**src/rtl/hazard_ctrl.sv**
```systemverilog
`default_nettype none
// +--------------------------------------------------------------------------+
// | Module      : hazard_ctrl                                                |
// | Description : Central pipeline sequencer for the 5-stage core. Drives    |
// |               stall/flush controls for pc and the four pipeline          |
// |               registers from load-use detection, taken-branch redirect   |
// |               and data-memory wait. Tracks stalled cycles in a           |
// |               saturating counter and flags memory timeouts.              |
// | Revision    : 1.0 - initial release                                      |
// +--------------------------------------------------------------------------+
module hazard_ctrl #(
   parameter int REDIRECT_BUBBLES = 2,   // cycles if_id_flush is held after a taken branch (>=1)
   parameter int MEM_TIMEOUT      = 64,  // consecutive MEM_WAIT cycles before mem_err sets
   parameter int CNT_W            = 16   // width of stall_cnt
) (
   input  logic             clk,
   input  logic             rst,
   input  logic [4:0]       id_rs1,
   input  logic [4:0]       id_rs2,
   input  logic             id_use_rs1,
   input  logic             id_use_rs2,
   input  logic             ex_valid,
   input  logic             ex_mem_read,
   input  logic [4:0]       ex_rd,
   input  logic             ex_branch_taken,
   input  logic             mem_req,
   input  logic             mem_ready,
   output logic             pc_stall,
   output logic             if_id_stall,
   output logic             if_id_flush,
   output logic             id_ex_stall,
   output logic             id_ex_flush,
   output logic             ex_mem_stall,
   output logic             mem_wb_flush,
   output logic [1:0]       hz_state,
   output logic [CNT_W-1:0] stall_cnt,
   output logic             mem_err
);

   // Redirect counter only has to hold REDIRECT_BUBBLES-1; keep at least 1 bit.
   localparam int RCNT_W = (REDIRECT_BUBBLES > 2) ? $clog2(REDIRECT_BUBBLES) : 1;
   // Wait counter saturates at MEM_TIMEOUT, so it must be able to represent it.
   localparam int WCNT_W = (MEM_TIMEOUT > 1) ? $clog2(MEM_TIMEOUT + 1) : 1;

   localparam logic [RCNT_W-1:0] C_RCNT_LOAD = RCNT_W'(REDIRECT_BUBBLES - 1);
   localparam logic [RCNT_W-1:0] C_RCNT_ONE  = RCNT_W'(1);
   localparam logic [WCNT_W-1:0] C_WCNT_MAX  = WCNT_W'(MEM_TIMEOUT);

   typedef enum logic [1:0] {
      ST_RUN      = 2'd0,
      ST_MEM_WAIT = 2'd1,
      ST_REDIRECT = 2'd2
   } state_t;

   // Registered state
   state_t              r_state;
   logic                r_ret_redirect;   // MEM_WAIT returns to REDIRECT when set
   logic [RCNT_W-1:0]   r_redir_cnt;
   logic [WCNT_W-1:0]   r_wait_cnt;
   logic [CNT_W-1:0]    r_stall_cnt;
   logic                r_mem_err;

   // Next-state values
   state_t              w_state_n;
   logic                w_ret_redirect_n;
   logic [RCNT_W-1:0]   w_redir_cnt_n;
   logic [WCNT_W-1:0]   w_wait_cnt_n;
   logic                w_err_set;

   // Hazard conditions
   logic                w_mem_hold;
   logic                w_load_use;
   logic                w_rs1_hit;
   logic                w_rs2_hit;
   logic [WCNT_W-1:0]   w_wait_inc;

   // Memory hold covers both a fresh miss and an already-waiting access.
   assign w_mem_hold = (r_state == ST_MEM_WAIT) | (mem_req & ~mem_ready);

   assign w_rs1_hit  = id_use_rs1 & (id_rs1 == ex_rd);
   assign w_rs2_hit  = id_use_rs2 & (id_rs2 == ex_rd);
   // x0 is never a real producer, so a load into it cannot create a hazard.
   assign w_load_use = ex_valid & ex_mem_read & (ex_rd != 5'd0) & (w_rs1_hit | w_rs2_hit);

   // Saturating increment so a very long wait cannot wrap past the threshold.
   assign w_wait_inc = (r_wait_cnt == C_WCNT_MAX) ? r_wait_cnt : (r_wait_cnt + 1'b1);

   // Next-state and control outputs, resolved in priority order.
   always_comb begin
      w_state_n        = r_state;
      w_ret_redirect_n = r_ret_redirect;
      w_redir_cnt_n    = r_redir_cnt;
      w_wait_cnt_n     = r_wait_cnt;
      w_err_set        = 1'b0;
      pc_stall         = 1'b0;
      if_id_stall      = 1'b0;
      if_id_flush      = 1'b0;
      id_ex_stall      = 1'b0;
      id_ex_flush      = 1'b0;
      ex_mem_stall     = 1'b0;
      mem_wb_flush     = 1'b0;

      if (rst) begin
         // All controls idle; state is cleared by the register block.
      end else if (w_mem_hold) begin
         // Freeze everything up to EX/MEM and bubble MEM/WB. Branch and
         // load-use are ignored here: EX is frozen so they come back later.
         pc_stall     = 1'b1;
         if_id_stall  = 1'b1;
         id_ex_stall  = 1'b1;
         ex_mem_stall = 1'b1;
         mem_wb_flush = 1'b1;
         case (r_state)
            ST_MEM_WAIT: begin
               if (mem_ready) begin
                  w_state_n    = r_ret_redirect ? ST_REDIRECT : ST_RUN;
                  w_wait_cnt_n = '0;
               end else begin
                  w_wait_cnt_n = w_wait_inc;
                  if (w_wait_inc == C_WCNT_MAX) begin
                     w_err_set = 1'b1;
                  end
               end
            end
            ST_REDIRECT: begin
               // Redirect count stays frozen while the memory wait runs.
               w_state_n        = ST_MEM_WAIT;
               w_ret_redirect_n = 1'b1;
               w_wait_cnt_n     = '0;
            end
            default: begin
               w_state_n        = ST_MEM_WAIT;
               w_ret_redirect_n = 1'b0;
               w_wait_cnt_n     = '0;
            end
         endcase
      end else if (ex_branch_taken) begin
         // First redirect cycle kills both the fetched and decoded instructions.
         if_id_flush = 1'b1;
         id_ex_flush = 1'b1;
         if (REDIRECT_BUBBLES > 1) begin
            w_state_n     = ST_REDIRECT;
            w_redir_cnt_n = C_RCNT_LOAD;
         end else begin
            w_state_n     = ST_RUN;
            w_redir_cnt_n = '0;
         end
      end else if (r_state == ST_REDIRECT) begin
         // Remaining redirect bubbles only kill the fetch slot.
         if_id_flush = 1'b1;
         if (r_redir_cnt <= C_RCNT_ONE) begin
            w_state_n     = ST_RUN;
            w_redir_cnt_n = '0;
         end else begin
            w_redir_cnt_n = r_redir_cnt - 1'b1;
         end
      end else if ((r_state == ST_RUN) && w_load_use) begin
         // One-cycle bubble: hold fetch/decode, inject a nop into EX.
         pc_stall    = 1'b1;
         if_id_stall = 1'b1;
         id_ex_flush = 1'b1;
      end else if (r_state != ST_RUN) begin
         // Unused encoding: recover to RUN.
         w_state_n = ST_RUN;
      end
   end

   // State register for the sequencer FSM and its counters.
   always_ff @(posedge clk) begin
      if (rst) begin
         r_state        <= ST_RUN;
         r_ret_redirect <= 1'b0;
         r_redir_cnt    <= '0;
         r_wait_cnt     <= '0;
      end else begin
         r_state        <= w_state_n;
         r_ret_redirect <= w_ret_redirect_n;
         r_redir_cnt    <= w_redir_cnt_n;
         r_wait_cnt     <= w_wait_cnt_n;
      end
   end

   // Saturating count of cycles in which the PC was held.
   always_ff @(posedge clk) begin
      if (rst) begin
         r_stall_cnt <= '0;
      end else if (pc_stall && (r_stall_cnt != {CNT_W{1'b1}})) begin
         r_stall_cnt <= r_stall_cnt + 1'b1;
      end
   end

   // Sticky memory-timeout flag, cleared only by reset.
   always_ff @(posedge clk) begin
      if (rst) begin
         r_mem_err <= 1'b0;
      end else if (w_err_set) begin
         r_mem_err <= 1'b1;
      end
   end

   assign hz_state  = r_state;
   assign stall_cnt = r_stall_cnt;
   assign mem_err   = r_mem_err;

endmodule
`default_nettype wire

```
**config.mk**
```make
export PLATFORM = sky130hd
export DESIGN_NAME = hazard_ctrl
export DESIGN_NICKNAME = d
export VERILOG_FILES = /design/src/rtl/hazard_ctrl.sv
export SDC_FILE = /design/constraint.sdc
export NUM_CORES = 1
export LEC_CHECK = 0
export CORE_UTILIZATION = 40
export CTS_CLUSTER_SIZE = 8
export DETAILED_ROUTE_END_ITERATION = 12
export DONT_BUFFER_PORTS = 1
export GPL_TIMING_DRIVEN = 0
export PLACE_DENSITY = 0.6
export SLEW_MARGIN = 20
export SYNTH_ARGS = -nofsm -noshare
export SYNTH_HDL_FRONTEND = slang
export SYNTH_SLANG_ARGS = --single-unit
```
**constraint.sdc**
```tcl
create_clock -name clk -period 5.08 [get_ports clk]
set_input_delay 1.016 -clock clk [delete_from_list [all_inputs] [get_ports clk]]
set_output_delay 1.016 -clock clk [all_outputs]
set_load 0.02 [all_outputs]
```
==> flow_summary.json <==
{
  "yosysTopAreaCell": "dfxtp_1",
  "post-dp-hpwl_um": 2880,
  "worst_clock_skew_ps": 9.18,
  "p_leak_nw": 0.564,
  "drv_slew": 0,
  "hold_class": "reg -> reg",
  "synth_area_leaders": "dfxtp_1 (33%), xnor2_1 (6.5%), nor2_1 (5.1%)",
  "power_density_nw_per_um2": 229,
  "clkPwrFrac_pct": 31.6,
  "synth_area_per_cell_um2": 8.24,
  "cp_slowest_cell": "or4_1",
  "path_max_fanout": 10,
  "power_switching_w": 0.000107,
  "syn_nets": 224,
  "synth-seq-cells": 27,
  "p_int_w": 0.000289,
  "cts_root_buf": "clkbuf_8",
  "antenna_found_initial": 0,
  "hold_viol": 0,
  "crit_chain": "or4_1 > o21ai_0 > nor2_1 > a21oi_2 > buf_4 > buf_6 > nor2_1 > buf_4",
  "cp_slowest_stage_delay_ps": 510,
  "ioPinCount": 50,
  "antennaDiodeCount": 0,
  "detail_route.wl_per_cell_um": 15.7,
  "num_vias": 1519,
  "syn-cell-area_um2": 1620,
  "ys_seq_area_share_pct": 33.3,
  "min_from": "r_ret_redirect$_SDFFE_PP0P_",
  "ctsResizeCount": 0,
  "coreArea_um2": 3770,
  "startpoint": "ex_rd[0]",
  "drt-vias-per-instance": 6.10,
  "p_comb_share_pct": 13.2,
  "clock_latency_ps": 270,
  "cts.sink_count": 27,
  "port-buffer-count": 0,
  "synth_edf_count": 0,
  "area_delta_synth_final_pct": 6.71,
  "dieHeight_um": 65.7,
  "drt_iter0_drc": 58,
  "tightest_slew_ps": 635,
  "gp_congestion": 0.819,
  "nNetsFinal": 229,
  "synth_ff_type": "dfxtp_1",
  "synth_cells": 197,
  "yosys_warnings": 0,
  "worstSetupStartpointType": "primary input",
  "fmaxAchievable_ghz": 0.265,
  "fin_crit_ps": 3780,
  "synthArstFlopShare_pct": 0,
  "cts.path.max_buffers": 2,
  "cts_tree": "done",
  "htreeDepth": 1,
  "grt_max_degree": 17,
  "die_w_um": 65.7,
  "path_clk_slew_ps": 90,
  "cap_viol_max_count": 0,
  "drive_gt1_share_pct": 9.45,
  "grt.total_usage_pct": 19.1,
  "synth_top_area_share_pct": 33.3,
  "post_cts_buffers": 0,
  "grt_pass1_wl_um": 6480,
  "worstPathArrival_ps": 2760,
  "sw_frac_of_total_pct": 26.9,
  "die_area_um2": 4320,
  "routed_wl_um": 3910,
  "setup_violations": 0,
  "finalPower_w": 0.000396,
  "ant_nets": 0,
  "outcome": "finished clean",
  "setup_tns_ps": 0,
  "relSlewSlack_pct": 57.3,
  "rows": 22,
  "dr.pass1.iters": 4,
  "cts_hold_buffers": 0,
  "start_util_pct": 43.0,
  "grt_pass1_vias": 1467,
  "rsz0062_at_grt": "false",
  "cts_buffers": 3,
  "worstPathRequired_ps": 4060,
  "drc": 0,
  "worstReg2RegStart": "stall_cnt[0]$_SDFFE_PP0P_",
  "final.period_utilization_pct": 74.3,
  "gr-total-overflow": 0,
  "endpoint_kind": "output pin",
  "max-vdd-ir-drop_mv": 0.179,
  "synth_cell_types": 41,
  "path_class": "in -> out",
  "power_frac_seq_pct": 55.2
}
-- sequential cells by signal, indices dropped and copies added (netlist names) --
signal          flops
hz_state            2
mem_err             1
r_ret_redirect      1
r_wait_cnt          7
stall_cnt          16
-- cells by family after synthesis --
| kind of cell | Yosys count | share of synthesized area (%) |
|---|---|---|
| XOR/XNOR | 15 | 8.10 |
| buffers and inverters | 20 | 6.86 |
| adder cells (fa/ha/maj) | 3 | 2.31 |
| multiplexers | 1 | 0.694 |
| flip-flops | 27 | 33.3 |
| AO/OA/AOI/OAI | 49 | 21.4 |
| AND/OR/NAND/NOR | 82 | 27.4 |
-- worst max-delay path, delay by kind of cell --
kind | cells | cell delay (ps)
and+or+nand+nor | 3 | 710
buffers and inverters | 3 | 580
AOI/OAI and AO/OA | 2 | 450
-- final timing paths --
path | slack [ps] | to | cells past startpoint
worst max-delay path | 1300 | pc_stall | 8
worst min-delay path | 520 | r_ret_redirect$_SDFFE_PP0P_ | 2
worst max register to register | 2710 | stall_cnt[9]$_SDFFE_PP0P_ | 8
worst min register to register | 520 | r_ret_redirect$_SDFFE_PP0P_ | 2
-- layout by cell type (no fill, tap or decap), types with 3 or more instances in the layout --
cell / n
a21oi_1: 11
a22oi_1: 6
buf_4: 5
clkbuf_1: 3
clkbuf_8: 3
dfxtp_1: 27
ha_1: 3
inv_1: 7
nand2_1: 10
nand3_1: 10
nand4_1: 7
nor2_1: 22
nor2b_1: 5
nor3_1: 6
nor4_1: 4
o21ai_0: 5
o311ai_0: 6
o31ai_1: 6
o41ai_1: 5
or4_1: 7
xnor2_1: 12
xor2_1: 3
-- synth_stat cells, drive strengths merged (2+ instances only) --
library cell,n
nor2b,5
or4,7
o22ai,2
nand2b,2
o31a,2
nand2,10
clkbuf,3
o21ai,5
dfxtp,27
a21oi,12
buf,10
nand4,7
nand3,10
a22oi,6
xnor2,12
o31ai,6
o21a,2
and3,3
ha,3
nor4,4
nor2,22
inv,7
xor2,3
o41ai,5
o311ai,6
nor3,6
-- power by group through the flow --
stage                     sequential, W  clock [W]  combinational, W
final                          0.000219   0.000125         0.0000523
after global routing           0.000219   0.000140         0.0000580
after CTS                      0.000219   0.000131         0.0000525
after detailed placement       0.000224          0         0.0000524
after global placement         0.000223          0         0.0000510
after floorplan                0.000223          0         0.0000427
-- stage by stage --
step / util [%] / cells / setup slack, ps / hold WS, ps / instance area [um2]
after global routing: 45.9 / 249 / 1200 / 554 / 1730
after floorplan: - / 197 / 1510 / 465 / 1620
after global placement: 44.6 / 245 / 1310 / 505 / 1680
final: 45.9 / 249 / 1300 / 524 / 1730
after CTS: 45.9 / 249 / 1290 / 522 / 1730
after detailed placement: 44.6 / 245 / 1290 / 499 / 1680
-- layer usage --
layer / track usage, % / wire, um / vias to the layer above
li1: - / - / 749
met1: 23.9 / 1820 / 714
met2: 32.5 / 1840 / 54
met3: 5.03 / 217 / 2
met4: 4.35 / 23 / 0
met5: 0 / 0 / -
-- layout make-up --
class | instances | area, um2
inverter | 7 | 26.3
clock inverter | 1 | 7.51
tap | 48 | 60.1
clock buffer | 3 | 41.3
multi-input combinational | 150 | 971
fill | 372 | 2040
buffer | 13 | 85.1
sequential | 27 | 541
No activity file was read; power rests on OpenSTA's default activity.
